[config.mk]
export PLATFORM = sky130hd
export DESIGN_NAME = player_move
export DESIGN_NICKNAME = d
export VERILOG_FILES = /design/src/rtl/player_move.sv
export SDC_FILE = /design/constraint.sdc
export NUM_CORES = 1
export LEC_CHECK = 0
export ABC_CLOCK_PERIOD_IN_PS = 2850
export CORE_MARGIN = 5
export CORE_UTILIZATION = 50
export CTS_CLUSTER_DIAMETER = 50
export DETAILED_ROUTE_END_ITERATION = 10
export HOLD_SLACK_MARGIN = 0.08
export PLACE_DENSITY_LB_ADDON = 0.15
export SLEW_MARGIN = 30
export SYNTH_ARGS = -nofsm -noshare
export SYNTH_HDL_FRONTEND = slang
export SYNTH_SLANG_ARGS = --single-unit
[constraint.sdc]
create_clock -name clk -period 2.85 [get_ports clk]
set_input_delay 0.7125 -clock clk [delete_from_list [all_inputs] [get_ports clk]]
set_output_delay 0.7125 -clock clk [all_outputs]
set_load 0.02 [all_outputs]
[src/rtl/player_move.sv]
// Player position owner: turns single-cell move requests into wall-checked
// steps of a 4x4 footprint on the 40x40 stage map.
module player_move #(
  parameter logic [5:0] START_X = 6'd1,
  parameter logic [5:0] START_Y = 6'd1,
  parameter logic [3:0] STAGE1  = 4'd2
) (
  input  logic       clk,
  input  logic       rst,
  input  logic [3:0] state,
  input  logic       move_req,
  input  logic [1:0] dir,
  output logic [5:0] cell_x,
  output logic [5:0] cell_y,
  input  logic       cell_wall,
  output logic [5:0] player_x,
  output logic [5:0] player_y,
  output logic       busy,
  output logic       moved_pulse,
  output logic       blocked_pulse,
  output logic       exit_pulse
);

  typedef enum logic [1:0] {
    IDLE,
    CHECK,
    DONE
  } fsm_t;

  localparam logic [1:0] UP    = 2'd0;
  localparam logic [1:0] DOWN  = 2'd1;
  localparam logic [1:0] LEFT  = 2'd2;
  localparam logic [1:0] RIGHT = 2'd3;
  localparam logic [5:0] MAXP  = 6'd36;

  fsm_t       fsm, fsm_n;
  logic [1:0] dir_q, dir_n;
  logic [1:0] k, k_n;
  logic       hit, hit_n;
  logic       ext, ext_n;
  logic [5:0] px_n, py_n;
  logic [5:0] cx_n, cy_n;
  logic       busy_n;
  logic       mv_n, bl_n, ex_n;
  logic [3:0] prev_state;
  logic       stage_on;
  logic       entry;
  logic       accept;

  assign stage_on = (state == STAGE1);
  assign entry    = stage_on && (prev_state != STAGE1);
  assign accept   = (fsm == IDLE) && stage_on && move_req;

  function automatic logic at_edge(
    input logic [1:0] d,
    input logic [5:0] x,
    input logic [5:0] y
  );
    logic r;
    r = 1'b0;
    unique case (d)
      UP:    r = (y == 6'd0);
      DOWN:  r = (y == MAXP);
      LEFT:  r = (x == 6'd0);
      RIGHT: r = (x == MAXP);
      default: r = 1'b0;
    endcase
    return r;
  endfunction

  // Leading-edge cell k for a move in direction d.
  function automatic logic [11:0] lead(
    input logic [1:0] d,
    input logic [5:0] x,
    input logic [5:0] y,
    input logic [1:0] kk
  );
    logic [5:0] lx, ly, ko;
    ko = {4'd0, kk};
    lx = x;
    ly = y;
    unique case (d)
      UP: begin
        lx = x + ko;
        ly = y - 6'd1;
      end
      DOWN: begin
        lx = x + ko;
        ly = y + 6'd4;
      end
      LEFT: begin
        lx = x - 6'd1;
        ly = y + ko;
      end
      RIGHT: begin
        lx = x + 6'd4;
        ly = y + ko;
      end
      default: begin
        lx = x;
        ly = y;
      end
    endcase
    return {lx, ly};
  endfunction

  always_comb begin
    fsm_n = fsm;
    dir_n = dir_q;
    k_n   = k;
    hit_n = hit;
    ext_n = ext;
    px_n  = player_x;
    py_n  = player_y;
    mv_n  = 1'b0;
    bl_n  = 1'b0;
    ex_n  = 1'b0;
    if (entry) begin
      fsm_n = IDLE;
      px_n  = START_X;
      py_n  = START_Y;
    end else begin
      unique case (fsm)
        IDLE: begin
          if (accept) begin
            dir_n = dir;
            hit_n = 1'b0;
            k_n   = 2'd0;
            ext_n = at_edge(dir, player_x, player_y);
            if (ext_n) begin
              fsm_n = DONE;
              ex_n  = 1'b1;
            end else begin
              fsm_n = CHECK;
            end
          end
        end
        CHECK: begin
          if (!stage_on) begin
            fsm_n = IDLE;
          end else begin
            hit_n = hit | cell_wall;
            if (k == 2'd3) begin
              fsm_n = DONE;
              if (hit_n) begin
                bl_n = 1'b1;
              end else begin
                mv_n = 1'b1;
                unique case (dir_q)
                  UP:    py_n = player_y - 6'd1;
                  DOWN:  py_n = player_y + 6'd1;
                  LEFT:  px_n = player_x - 6'd1;
                  RIGHT: px_n = player_x + 6'd1;
                  default: px_n = player_x;
                endcase
              end
            end else begin
              k_n = k + 2'd1;
            end
          end
        end
        DONE: fsm_n = IDLE;
        default: fsm_n = IDLE;
      endcase
    end
  end

  // Lookup follows the leading edge while checking, else the player.
  always_comb begin
    cx_n = px_n;
    cy_n = py_n;
    if (fsm_n == CHECK) begin
      {cx_n, cy_n} = lead(dir_n, player_x, player_y, k_n);
    end
  end

  assign busy_n = (fsm_n != IDLE);

  always_ff @(posedge clk or posedge rst) begin
    if (rst) begin
      fsm           <= IDLE;
      dir_q         <= 2'd0;
      k             <= 2'd0;
      hit           <= 1'b0;
      ext           <= 1'b0;
      player_x      <= START_X;
      player_y      <= START_Y;
      cell_x        <= START_X;
      cell_y        <= START_Y;
      busy          <= 1'b0;
      moved_pulse   <= 1'b0;
      blocked_pulse <= 1'b0;
      exit_pulse    <= 1'b0;
      prev_state    <= 4'd0;
    end else begin
      fsm           <= fsm_n;
      dir_q         <= dir_n;
      k             <= k_n;
      hit           <= hit_n;
      ext           <= ext_n;
      player_x      <= px_n;
      player_y      <= py_n;
      cell_x        <= cx_n;
      cell_y        <= cy_n;
      busy          <= busy_n;
      moved_pulse   <= mv_n;
      blocked_pulse <= bl_n;
      exit_pulse    <= ex_n;
      prev_state    <= state;
    end
  end

endmodule

Word level (Yosys, flattened, before mapping)
Index checks and enable logic that the tools add are counted.
W data, S select, Z words.
- $add $sub $neg: 9
- eq/ne operators: 18
- mux-type cells: 51
- bitwise logic cells: 2
- reduce and logical (&&, ||, !) cells: 14
- operators by type and width (cell ; count):
    $mux W6 ; 12
    $pmux W6 S3 ; 2
    $mux W2 ; 12
    $pmux W6 S2 ; 2
    $mux W1 ; 19
    $eq A2 B2 Y1 const B ; 7
    $add A6 B1 Y6 const B ; 2
    $add A6 B2 Y6 ; 2
    $add A6 B3 Y6 const B ; 2
    $eq A6 B6 Y1 const B ; 2
    $logic_not A6 Y1 ; 2
    $sub A6 B1 Y6 const B ; 2
    $eq A2 B1 Y1 const B ; 5
    $logic_not A2 Y1 ; 4
    $pmux W2 S2 ; 2
    $eq A4 B2 Y1 const B ; 1
    $ne A2 B2 Y1 const B ; 2
    $ne A4 B2 Y1 const B ; 1
    $pmux W1 S4 ; 1
    $reduce_and A4 Y1 ; 1
    $reduce_bool A2 Y1 ; 2
    $reduce_or A2 Y1 ; 2
    $logic_and A1 B1 Y1 ; 3
    $add A2 B1 Y2 const B ; 1
    other kinds (3) ; 3
- flip-flop bits (word level): 39
- bits of input ports: 10
- output and inout bits: 28
- word-level logic and storage cells: 107

Longest topological paths before layout
- word-level depth: 12
- gate-level depth with buffers: 13
- depth with buffers taken out: 13

Worst setup path before layout
No wires, ideal clock.
- kind: input -> register
- start: input port state[0]
- end: register cell_x[4]
- setup time: 0.121 ns
- arrival time: 3.064 ns
- required time: 2.729 ns
- slack: -0.336 ns
- cell stages on the path: 11
- buffers on the path: 0
- cell sequence: nor4b_4 nand2_1 nor2_1 a21oi_1 ha_1 fa_1 mux2_2 a32o_1 mux2i_1 nor2_1 o22a_1
- elaborated cells between the ends (all ways): 27
- classes of those cells: add/sub (1); eq/ne (5); mux (16); reduce/logical (5)
- RTL lines (element ; line ; RTL):
    from (decl) ; 10 ; input logic [3:0] state,
    $eq A4 B2 Y1 (*) ; 50 ; assign stage_on = (state == STAGE1);
    $logic_and A1 B1 Y1 (2 in a row) ; 52 ; assign accept = (fsm == IDLE) && stage_on && move_req;
    $mux W2 ; 125 ; if (accept) begin
    $pmux W2 S2 ; 123 ; unique case (fsm)
    $mux W2 (*) ; 118 ; if (entry) begin
    net k_n[0] ; 38 ; logic [1:0] k, k_n;
    $add A6 B2 Y6 (*) ; 84, 88 ;
    $pmux W6 S3 (*) ; 82 ; unique case (d)
    $mux W6 (*) ; 172 ; if (fsm_n == CHECK) begin
    net cx_n[4] ; 42 ; logic [5:0] cx_n, cy_n;
    to (signal assigned) ; 203 ; cell_x <= cx_n;
    to (decl) ; 13 ; output logic [5:0] cell_x,
Mark *: on every way through the listed nets, which the timed path passes. The rest lies on a longest branch.
A chain may end at the register's enable or synchronous reset.

Worst setup path in the final report
Same ends and word-level chain as after synthesis.

==> impl_metrics.json <==
{
  "die_y_um": 83.4,
  "area_delta_synth_final_pct": 36.3,
  "crit_start": "state[0]",
  "cts_tree": "done",
  "synth_flop_cell": "dfrtp_1",
  "setup_viol": 0,
  "detail_route.iter0.violations": 151,
  "diodes": 0,
  "path_depth": 12,
  "syn_area_per_cell_um2": 9.33,
  "drv_cap": 0,
  "path_max_fanout": 3,
  "portBuffers": 37,
  "syn_nets": 315,
  "worstMarginPinSlew_ns": 0.652,
  "synth_area_leaders": "dfrtp_1 (32%), ha_1 (6.5%), nor2_1 (4.5%)",
  "cp.arrival_ns": 2.95,
  "fin_total_pwr_w": 0.00110,
  "ys_warn_count": 0,
  "ant_nets": 0,
  "dp_slack_ns": -0.634,
  "clk_latency_ns": 0.29,
  "synth_edf_count": 0,
  "remaining_drc_errors": 0,
  "root_buffer": "clkbuf_8",
  "antenna_found_initial": 0,
  "whs_ns": 0.512,
  "synth.distinct_cells": 63,
  "synth.most_common_cell": "dfrtp_1",
  "final_hold_viol_count": 0,
  "fin_ws_ns": 0.0771,
  "cts_inserted_buffers": 5,
  "viasPerCell": 5.59,
  "core_area_um2": 5170,
  "clk_path_buf_depth": 2,
  "placed_area_um2": 3510,
  "clkSlewWorstSetupHoldPaths_ns": 0.08,
  "startpoint_type": "primary input",
  "min_period_over_period_pct": 97.3,
  "core.rowCount": 26,
  "globalRouteTotalUtil_pct": 22.0,
  "ios": 38,
  "hold_path_class": "reg2reg",
  "synth-seq-cells": 39,
  "multi_input_area_um2": 1690,
  "detail_route.wirelength_um": 7470,
  "slowest_stage": "fa_2",
  "fin_skew_ns": 0.00611,
  "cp_top_family": "simple AND/OR/NAND/NOR gates",
  "yosysTopAreaCellShare_pct": 32.5,
  "ir_worst_vdd_uv": 301,
  "synth_seq_area_share_pct": 36.4,
  "synth_top_area_cell": "dfrtp_1",
  "place_hpwl_um": 5580,
  "cp_cell_sequence": "buf_8, nor4b_4, nand2_2, nor2_4, a21oi_4, ha_4, fa_2, mux2_2, a32o_1, mux2i_2, nor2_1, o22a_1",
  "power.leakage_nw": 1.62,
  "seq_area_um2": 981,
  "rsz0062_at_grt": "true",
  "vias": 2497,
  "cts.htree.levels": 2,
  "syn_area_um2": 2700,
  "drive_gt1_share_pct": 27.6,
  "clock_sinks": 39,
  "stdcell_area_um2": 3680,
  "critPathMaxStageDelay_ns": 0.33,
  "holdBufCountCts": 0,
  "placedCellCount": 437,
  "drtPass1Iterations": 4,
  "rr_endpoint": "cell_x[4]",
  "slew_headroom_pct": 56.5,
  "reg2reg_depth": 11,
  "die_x_um": 83.4,
  "syn-instance-count": 289,
  "critPathBufInv": 1,
  "overflow": 0,
  "grt_max_degree": 40,
  "nets": 402,
  "design.die.area_um2": 6960,
  "crit_required_ns": 3.03,
  "criticalPathCategory": "in2reg",
  "initial_utilization_pct": 52.1,
  "cp-end-kind": "flip-flop",
  "drv_slew": 0,
  "power.density_nw_per_um2": 298,
  "fill_cells": 400,
  "fin_cells": 447,
  "grt_pass1_vias": 2404,
  "status": "finished, final reports clean",
  "grt_pass1_wl_um": 12200,
  "finalCriticalPeriod_ns": 2.77,
  "min-delay-start": "hit",
  "rrSetupSlack_ns": 0.14,
  "gp_congestion": 0.947,
  "async_flop_share_pct": 100,
  "ys_top_cells_by_count": "dfrtp_1 (35), nor2_1 (32), nand2_1 (24)",
  "endpoint": "cell_x[4]",
  "crit-reg2reg-launch": "prev_state[0]",
  "wire_per_inst_um": 16.7,
  "clock.fmax_mhz": 361
}
## state kept, by name (all words and copies together), names as in the netlist, 2 cells and up
name        count
dir_q           2
player_x        6
cell_y          6
prev_state      4
fsm             2
k               2
player_y        6
cell_x          6
## cell type report
type,count,share of cell area [%]
sequential,39,26.7
clock buffer,8,2.18
tap,70,2.38
multi-input combinational,222,45.8
inverter,17,1.74
timing repair buffer,91,21.2
## report_power, final
part           switching [W]  internal, W
Clock               0.000189     0.000174
Sequential         0.0000118     0.000562
Combinational      0.0000805    0.0000772
Total               0.000281     0.000814
## stage by stage
stage | util [%] | setup TNS, ns
floorplan | - | -0.571
global placement | 67.9 | -5.05
detailed placement | 67.9 | -5.51
CTS | 70.1 | 0
global route | 71.1 | -0.0444
finish | 71.1 | 0
## cells by family (layout without fill, tap and decap cells)
logic type	after synthesis	count (layout)	share of synthesized area, %
DFF	39	39	36.4
xor gates and xnor gates	16	16	5.20
muxes	9	9	3.90
AOI/OAI and AO/OA	72	72	19.1
and+or+nand+nor	109	109	22.9
adders and majority gates	16	16	7.98
buffers and inverters	28	116	4.59
## placed cells by master (no fill, tap or decap), types with 6 or more instances in the layout
master / count
buf_4: 53
xnor2_1: 9
xor2_1: 6
nand2_1: 23
o21ai_0: 10
nor3_1: 7
dfrtp_1: 35
nand3_1: 6
nand4_1: 6
clkdlybuf4s50_1: 32
inv_1: 14
a21oi_1: 17
nor2_1: 31
a31oi_1: 6
ha_1: 12
## layer usage
layer	track usage (%)	vias to the layer above	part of all wire, %
li1	-	1229	-
met1	29.8	1182	45
met2	35.9	76	48
met3	3.37	10	5.2
met4	7.16	0	1.4
met5	0	-	0
## worst reg2reg max path, cell delays in order (launching register included)
cell     delay, ns
dfrtp_1       0.42
nor4b_4       0.34
nand2_2       0.13
nor2_4        0.18
a21oi_4       0.10
ha_4          0.18
fa_2          0.33
mux2_2        0.26
a32o_1        0.22
mux2i_2       0.21
nor2_1        0.06
o22a_1        0.17
## what timing repair did
action                                  4_1_cts  5_1_grt
resized for setup                            14       19
buffers inserted                              2        0
pin swaps                                     7        4
gates cloned                                  0        0
endpoints found under the setup margin        9        6
## worst min-delay path by stage
stage | slack [ns] | endpoint | cells after the start
final | 0.51 | moved_pulse | 1
after global routing | 0.57 | moved_pulse | 1
after CTS | 0.52 | moved_pulse | 1
after detailed placement | 0.51 | moved_pulse | 1
after global placement | 0.50 | moved_pulse | 1
after floorplan | 0.47 | moved_pulse | 1
Note: power is estimated with default switching activity, not from simulation.
